==> src/rtl/cpu_pkg.sv <==
// ---------------------------------------------------------------------------
// cpu_pkg: shared encodings for the control sequencer.
//   - opcode map, ac_src / pc_src select encodings
//   - FSM state encoding (PAUSE only reachable with CTRL_SINGLE_STEP_EN)
//   - ctrl_t: packed bundle of the datapath control outputs
// ---------------------------------------------------------------------------
package cpu_pkg;

  localparam int unsigned OP_W  = 3;
  localparam int unsigned SEL_W = 2;
  localparam int unsigned ST_W  = 3;
  localparam int unsigned CNT_W = 16;

  // Opcode map
  localparam logic [2:0] OP_LDA = 3'b000;
  localparam logic [2:0] OP_STA = 3'b001;
  localparam logic [2:0] OP_ADD = 3'b010;
  localparam logic [2:0] OP_SUB = 3'b011;
  localparam logic [2:0] OP_JMP = 3'b100;
  localparam logic [2:0] OP_JZ  = 3'b101;
  localparam logic [2:0] OP_LDI = 3'b110;
  localparam logic [2:0] OP_HLT = 3'b111;

  // Accumulator source select
  localparam logic [1:0] AC_ALU = 2'b00;
  localparam logic [1:0] AC_MEM = 2'b01;
  localparam logic [1:0] AC_IMM = 2'b10;

  // PC source select
  localparam logic [1:0] PC_INC  = 2'b00;
  localparam logic [1:0] PC_TGT  = 2'b01;
  localparam logic [1:0] PC_HOLD = 2'b10;

  // FSM state encoding
  localparam logic [2:0] S_IDLE  = 3'd0;
  localparam logic [2:0] S_FETCH = 3'd1;
  localparam logic [2:0] S_EXEC  = 3'd2;
  localparam logic [2:0] S_MEM   = 3'd3;
  localparam logic [2:0] S_HALT  = 3'd4;
  localparam logic [2:0] S_PAUSE = 3'd5;

  typedef struct packed {
    logic             ld_ac;
    logic             alu_op;
    logic [SEL_W-1:0] ac_src;
    logic [SEL_W-1:0] pc_src;
    logic             dm_rd;
    logic             dm_wr;
  } ctrl_t;

  localparam ctrl_t CTRL_DEFAULT = '{
    ld_ac:  1'b0,
    alu_op: 1'b0,
    ac_src: AC_ALU,
    pc_src: PC_HOLD,
    dm_rd:  1'b0,
    dm_wr:  1'b0
  };

  // Opcodes that go through the MEM state
  function automatic logic is_mem_op(input logic [OP_W-1:0] op);
    return (op == OP_LDA) || (op == OP_STA) || (op == OP_ADD) || (op == OP_SUB);
  endfunction

endpackage

==> src/rtl/instr_counter.sv <==
// ---------------------------------------------------------------------------
// instr_counter: 16-bit retired-instruction counter, wraps 0xFFFF -> 0x0000.
//   clk    in   clock
//   reset  in   synchronous active-high clear
//   inc_i  in   count one retirement this cycle
//   cnt_o  out  current count
// ---------------------------------------------------------------------------
module instr_counter
  import cpu_pkg::*;
(
  input  logic             clk,
  input  logic             reset,
  input  logic             inc_i,
  output logic [CNT_W-1:0] cnt_o
);

  logic [CNT_W-1:0] cnt_q;
  logic [CNT_W-1:0] cnt_d;

  // Natural modulo-2^16 wrap
  always_comb begin
    cnt_d = cnt_q;
    if (inc_i) cnt_d = cnt_q + CNT_W'(1);
  end

  always_ff @(posedge clk) begin
    if (reset) cnt_q <= '0;
    else       cnt_q <= cnt_d;
  end

  assign cnt_o = cnt_q;

endmodule

==> src/rtl/control_sequencer.sv <==
// ---------------------------------------------------------------------------
// control_sequencer: multi-cycle accumulator-CPU control FSM.
// Optional feature macro: CTRL_SINGLE_STEP_EN (adds step port + PAUSE state;
// every retirement then waits for a step pulse before the next fetch).
//   clk        in   clock
//   reset      in   synchronous active-high reset
//   run        in   start request, sampled in IDLE
//   opcode     in   [2:0] instruction opcode
//   zero_ac    in   accumulator-zero flag
//   dm_ack     in   data-memory completion (only observed in MEM)
//   step       in   single-step pulse (CTRL_SINGLE_STEP_EN only)
//   ld_ac      out  accumulator load enable
//   alu_op     out  0=add 1=sub
//   ac_src     out  [1:0] accumulator source select
//   pc_src     out  [1:0] PC source select
//   dm_rd      out  data-memory read request
//   dm_wr      out  data-memory write request
//   halted     out  high in HALT
//   instr_cnt  out  [15:0] retired-instruction count
// Control outputs are decoded from the state register and, in EXEC/MEM,
// from zero_ac / dm_ack in the same cycle.
// ---------------------------------------------------------------------------
module control_sequencer
  import cpu_pkg::*;
(
  input  logic             clk,
  input  logic             reset,
  input  logic             run,
  input  logic [OP_W-1:0]  opcode,
  input  logic             zero_ac,
  input  logic             dm_ack,
`ifdef CTRL_SINGLE_STEP_EN
  input  logic             step,
`endif
  output logic             ld_ac,
  output logic             alu_op,
  output logic [SEL_W-1:0] ac_src,
  output logic [SEL_W-1:0] pc_src,
  output logic             dm_rd,
  output logic             dm_wr,
  output logic             halted,
  output logic [CNT_W-1:0] instr_cnt
);

  // Where a retiring instruction goes next
`ifdef CTRL_SINGLE_STEP_EN
  localparam logic [2:0] S_RETIRE = S_PAUSE;
`else
  localparam logic [2:0] S_RETIRE = S_FETCH;
`endif

  logic [ST_W-1:0] state_q, state_d;
  logic [OP_W-1:0] op_q, op_d;
  logic            retire;
  ctrl_t           ctrl;

  always_ff @(posedge clk) begin
    if (reset) begin
      state_q <= S_IDLE;
      op_q    <= OP_LDA;
    end else begin
      state_q <= state_d;
      op_q    <= op_d;
    end
  end

  // Next-state and control decode
  always_comb begin
    state_d = state_q;
    op_d    = op_q;
    retire  = 1'b0;
    ctrl    = CTRL_DEFAULT;
    case (state_q)
      S_IDLE: begin
        if (run) state_d = S_FETCH;
      end
      S_FETCH: begin
        op_d    = opcode;
        state_d = is_mem_op(opcode) ? S_MEM : S_EXEC;
      end
      S_EXEC: begin
        retire  = 1'b1;
        state_d = S_RETIRE;
        case (op_q)
          OP_JMP: ctrl.pc_src = PC_TGT;
          OP_JZ:  ctrl.pc_src = zero_ac ? PC_TGT : PC_INC;
          OP_LDI: begin
            ctrl.ld_ac  = 1'b1;
            ctrl.ac_src = AC_IMM;
            ctrl.pc_src = PC_INC;
          end
          OP_HLT: state_d = S_HALT;
          default: ;
        endcase
      end
      S_MEM: begin
        // Request held until ack; STA is the only writer
        ctrl.dm_rd = (op_q != OP_STA);
        ctrl.dm_wr = (op_q == OP_STA);
        if (dm_ack) begin
          retire      = 1'b1;
          state_d     = S_RETIRE;
          ctrl.pc_src = PC_INC;
          case (op_q)
            OP_LDA: begin
              ctrl.ld_ac  = 1'b1;
              ctrl.ac_src = AC_MEM;
            end
            OP_ADD, OP_SUB: begin
              ctrl.ld_ac  = 1'b1;
              ctrl.ac_src = AC_ALU;
              ctrl.alu_op = op_q[0];
            end
            default: ;
          endcase
        end
      end
      S_HALT: ;
`ifdef CTRL_SINGLE_STEP_EN
      S_PAUSE: begin
        if (step) state_d = S_FETCH;
      end
`endif
      default: state_d = S_IDLE;
    endcase
  end

  instr_counter u_cnt (
    .clk   (clk),
    .reset (reset),
    .inc_i (retire),
    .cnt_o (instr_cnt)
  );

  assign ld_ac  = ctrl.ld_ac;
  assign alu_op = ctrl.alu_op;
  assign ac_src = ctrl.ac_src;
  assign pc_src = ctrl.pc_src;
  assign dm_rd  = ctrl.dm_rd;
  assign dm_wr  = ctrl.dm_wr;
  assign halted = (state_q == S_HALT);

endmodule

==> config.mk <==
export PLATFORM = sky130hd
export DESIGN_NAME = control_sequencer
export DESIGN_NICKNAME = d
export VERILOG_FILES = /design/src/rtl/cpu_pkg.sv /design/src/rtl/instr_counter.sv /design/src/rtl/control_sequencer.sv
export SDC_FILE = /design/constraint.sdc
export NUM_CORES = 1
export LEC_CHECK = 0
export CAP_MARGIN = 0
export CORE_MARGIN = 4
export CORE_UTILIZATION = 52
export CTS_BUF_LIST = sky130_fd_sc_hd__clkbuf_8
export DETAILED_ROUTE_END_ITERATION = 8
export HOLD_SLACK_MARGIN = 0.02
export PLACE_DENSITY = 0.87
export SETUP_SLACK_MARGIN = 0.2
export SLEW_MARGIN = 20
export SYNTH_ARGS = -nofsm -noshare
export SYNTH_HDL_FRONTEND = slang
export SYNTH_SLANG_ARGS = --single-unit
==> constraint.sdc <==
create_clock -name clk -period 3.2 [get_ports clk]
set_input_delay 0.64 -clock clk [delete_from_list [all_inputs] [get_ports clk]]
set_output_delay 0.64 -clock clk [all_outputs]
set_load 0.1 [all_outputs]
==> results.yml <==
grt:
  antenna_found_initial: 0
  grtUsageTotal_pct: 20.2
  grt_pass1_wl_um: 4330
  grt_pass1_vias: 1051
  grt_max_degree: 23
  grt-ovfl-total: 0
cts:
  ctsHoldBuffers: 0
  cts-root-buf: "clkbuf_8"
  path_clk_slew_ns: 0.08
  insertion_delay_ns: 0.27
  clock_path_buffers: 2
  cts_setup_buffers: 0
  clkSinkCount: 22
  htreeDepth: 1
  cts-resized-gates: 0
  cts_tree: "done"
  cts_made_buffers: 3
detailed_routing:
  routed-via-count: 1090
  antenna_left: 0
  via_per_inst: 5.65
  drt_iter0_drc: 18
  top_layer: "met4"
  routed-wl-met2_um: 1320
  wirelength_um: 2530
  met3_wirelength_um: 157
  post-route-drc-count: 0
  first_pass_iters: 4
  post_drt_wl_per_cell_um: 13.1
  drt-met1-wl_um: 999
critical_path:
  crit_required_ns: 2.56
  cp_num_buf_inv: 2
  crit_fanout: 5
  worst_setup_path_start_kind: "primary input"
  cpPeakStageDelay_ns: 0.54
  crit_path_top_delay_cell: "clkdlybuf4s50_1"
  critPathKind: "primary input to output pin"
  critPathTopFamily: "buffers and inverters"
  path_cells: "clkdlybuf4s50_1 > or3b_2 > a21oi_1 > o21a_1 > buf_12"
  worstSetupEndpointType: "output pin"
  arrival_ns: 2.24
sta:
  hold_viol: 0
  finalSetupViolCount: 0
  slew_viol_final: 0
  post-route-period-util_pct: 90.1
  period_minus_slack_ns: 2.88
  rsz0062_at_grt: "no"
  setup_tns_ns: 0
  fin_skew_ns: 0.00530
  max-slew-margin-rel_pct: 48.8
  fmax_mhz: 347
  worst_pin_slew_ns: 0.766
yosys:
  syn_area_sq_um: 1100
  synthMuxAreaShare_pct: 2.73
  synth_seq_cells: 22
  synthesis.instances: 138
  synth_fa_ha_area_share_pct: 1.14
  synth-compound-area-share_pct: 14.9
  synthXorXnorAreaFrac_pct: 4.77
  ys_warn_count: 0
  synth_top_family_by_area: "simple AND/OR/NAND/NOR gates"
  yosys.area_share.simple_pct: 32.2
  seq_area_frac_synth_pct: 40.0
  synth.avg_cell_area_sq_um: 7.98
  ys_types: 34
  syn_nets: 147
place:
  hpwl_um: 1920
  place.gp.congestion: 0.769
  port_buffers: 32
finish:
  synthToLayoutAreaGrowth_pct: 36.1
  drive_gt1_share_pct: 21.7
  diodes: 0
  nets: 176
run_status:
  status: "finished clean"
power:
  peakVddDrop_v: 0.000339
  power_uw: 619
  leakage_nw: 0.543
  powerDensity_nw_per_um2: 413
min_path:
  hp-class: "flip-flop to flip-flop"
floorplan:
  die-area_sq_um: 2920
  die_h_um: 54.0
  start_util_pct: 55.6
  core_area_sq_um: 1980
  row_count: 16
  fp.dieW_um: 54.0
  io-pin-count: 33
job:
  drv_cap: 0
==> where the power goes <==
part / total (mW) / internal, mW / switching [mW]
registers: 0.292 / 0.280 / 0.0125
clock network: 0.259 / 0.167 / 0.0918
logic: 0.0679 / 0.0261 / 0.0418
==> through the flow <==
step                      hold slack (ns)  area (sq um)  worst slack [ns]  std cells  utilization, %
final                               0.504          1500             0.317        193            75.6
after global routing                0.522          1500             0.218        193            75.6
after CTS                           0.506          1500             0.309        193            75.6
after detailed placement            0.495          1430             0.323        189            72.0
after global placement              0.459          1430             0.379        189            72.0
after floorplan                     0.482          1120             0.139        138               -
==> layout make-up <==
| cell class | instances | area (sq um) |
|---|---|---|
| clock buffer | 3 | 41.3 |
| clock inverter | 1 | 30.0 |
| tap | 27 | 33.8 |
| fill | 148 | 483 |
| timing repair buffer | 32 | 308 |
| multi-input combinational | 104 | 631 |
| sequential | 22 | 440 |
| inverter | 4 | 15.0 |
==> cells by family after synthesis <==
family                     after synthesis
xor gates and xnor gates                 6
buffers and inverters                   12
and+or+nand+nor                         66
AOI/OAI and AO/OA                       28
adders and majority gates                1
muxes                                    3
DFF                                     22
==> cell usage after synthesis (all sizes together) <==
| cell | number | area share, % |
|---|---|---|
| o21ai | 5 | 2.3 |
| and2 | 1 | 0.57 |
| a21oi | 14 | 6.4 |
| nor2 | 17 | 5.8 |
| o31ai | 6 | 4.1 |
| nor2b | 3 | 1.7 |
| mux2i | 3 | 2.7 |
| a211oi | 1 | 0.68 |
| or3b | 1 | 0.80 |
| nor4 | 1 | 0.57 |
| nand3b | 1 | 0.68 |
| or3 | 4 | 2.3 |
| ha | 1 | 1.1 |
| nor3 | 5 | 2.3 |
| nand3 | 3 | 1.4 |
| nand2b | 2 | 1.4 |
| and3 | 1 | 0.57 |
| clkbuf | 5 | 1.7 |
| dfxtp | 22 | 40 |
| or2b | 1 | 0.68 |
| o21a | 1 | 0.68 |
| xor2 | 2 | 1.6 |
| nand2 | 12 | 4.1 |
| or4 | 6 | 4.1 |
| nand4 | 5 | 2.8 |
| and2b | 1 | 0.91 |
| xnor2 | 4 | 3.2 |
| nor3b | 1 | 0.68 |
| a22o | 1 | 0.80 |
| buf | 3 | 1.2 |
| inv | 4 | 1.4 |
| or4b | 1 | 0.91 |
==> worst register-to-register path, delay by kind of cell (launching register included) <==
| family | cells | cell delay, ns |
|---|---|---|
| flops | 1 | 0.47 |
| compound gates | 1 | 0.15 |
| simple gates | 3 | 1.54 |
==> worst paths after layout <==
check | to | cells after the start | startpoint | slack (ns)
setup reg to reg | u_cnt.cnt_o[14] | 4 | state_q[1] | 0.96
hold / removal | u_cnt.cnt_o[10] | 2 | u_cnt.cnt_o[10] | 0.50
hold reg to reg | u_cnt.cnt_o[10] | 2 | u_cnt.cnt_o[10] | 0.50
setup / recovery | ld_ac | 5 | dm_ack | 0.32
==> layout by cell type (no fill, tap or decap) <==
master | netlist | routed
or4_1 | 6 | 6
nor3_2 | 0 | 3
or2b_1 | 1 | 1
a21oi_1 | 14 | 14
xnor2_1 | 4 | 4
and2_1 | 1 | 1
nand3_1 | 3 | 3
nor3_1 | 5 | 2
nand2b_1 | 1 | 1
a211oi_1 | 1 | 1
mux2i_1 | 3 | 3
nor2_1 | 17 | 16
or4b_1 | 1 | 1
nor3b_1 | 1 | 1
clkbuf_8 | 0 | 3
inv_1 | 4 | 4
clkdlybuf4s50_1 | 0 | 7
nand3b_1 | 1 | 1
or3_1 | 4 | 4
and3_1 | 1 | 1
or3b_2 | 1 | 1
nor2_2 | 0 | 1
buf_4 | 0 | 21
and2b_4 | 1 | 1
o31ai_1 | 6 | 6
o21a_1 | 1 | 1
nor2b_1 | 3 | 3
buf_12 | 0 | 4
xor2_1 | 2 | 2
nand2b_2 | 1 | 1
nand2_1 | 12 | 12
dfxtp_1 | 22 | 22
bufinv_16 | 0 | 1
a22o_1 | 1 | 1
nor4_1 | 1 | 1
o21ai_0 | 5 | 5
ha_1 | 1 | 1
nand4_1 | 5 | 5
==> routing by layer <==
metal | vias to the layer above | track usage [%]
li1 | 551 | -
met1 | 505 | 21.1
met2 | 29 | 36.1
met3 | 5 | 4.43
met4 | 0 | 13.3
met5 | - | 0
==> registers in the layout, summed over array words and instances, names as in the netlist <==
signal       count
state_q          3
op_q             3
u_cnt.cnt_o     16
Power figures use the tool's default switching activity.
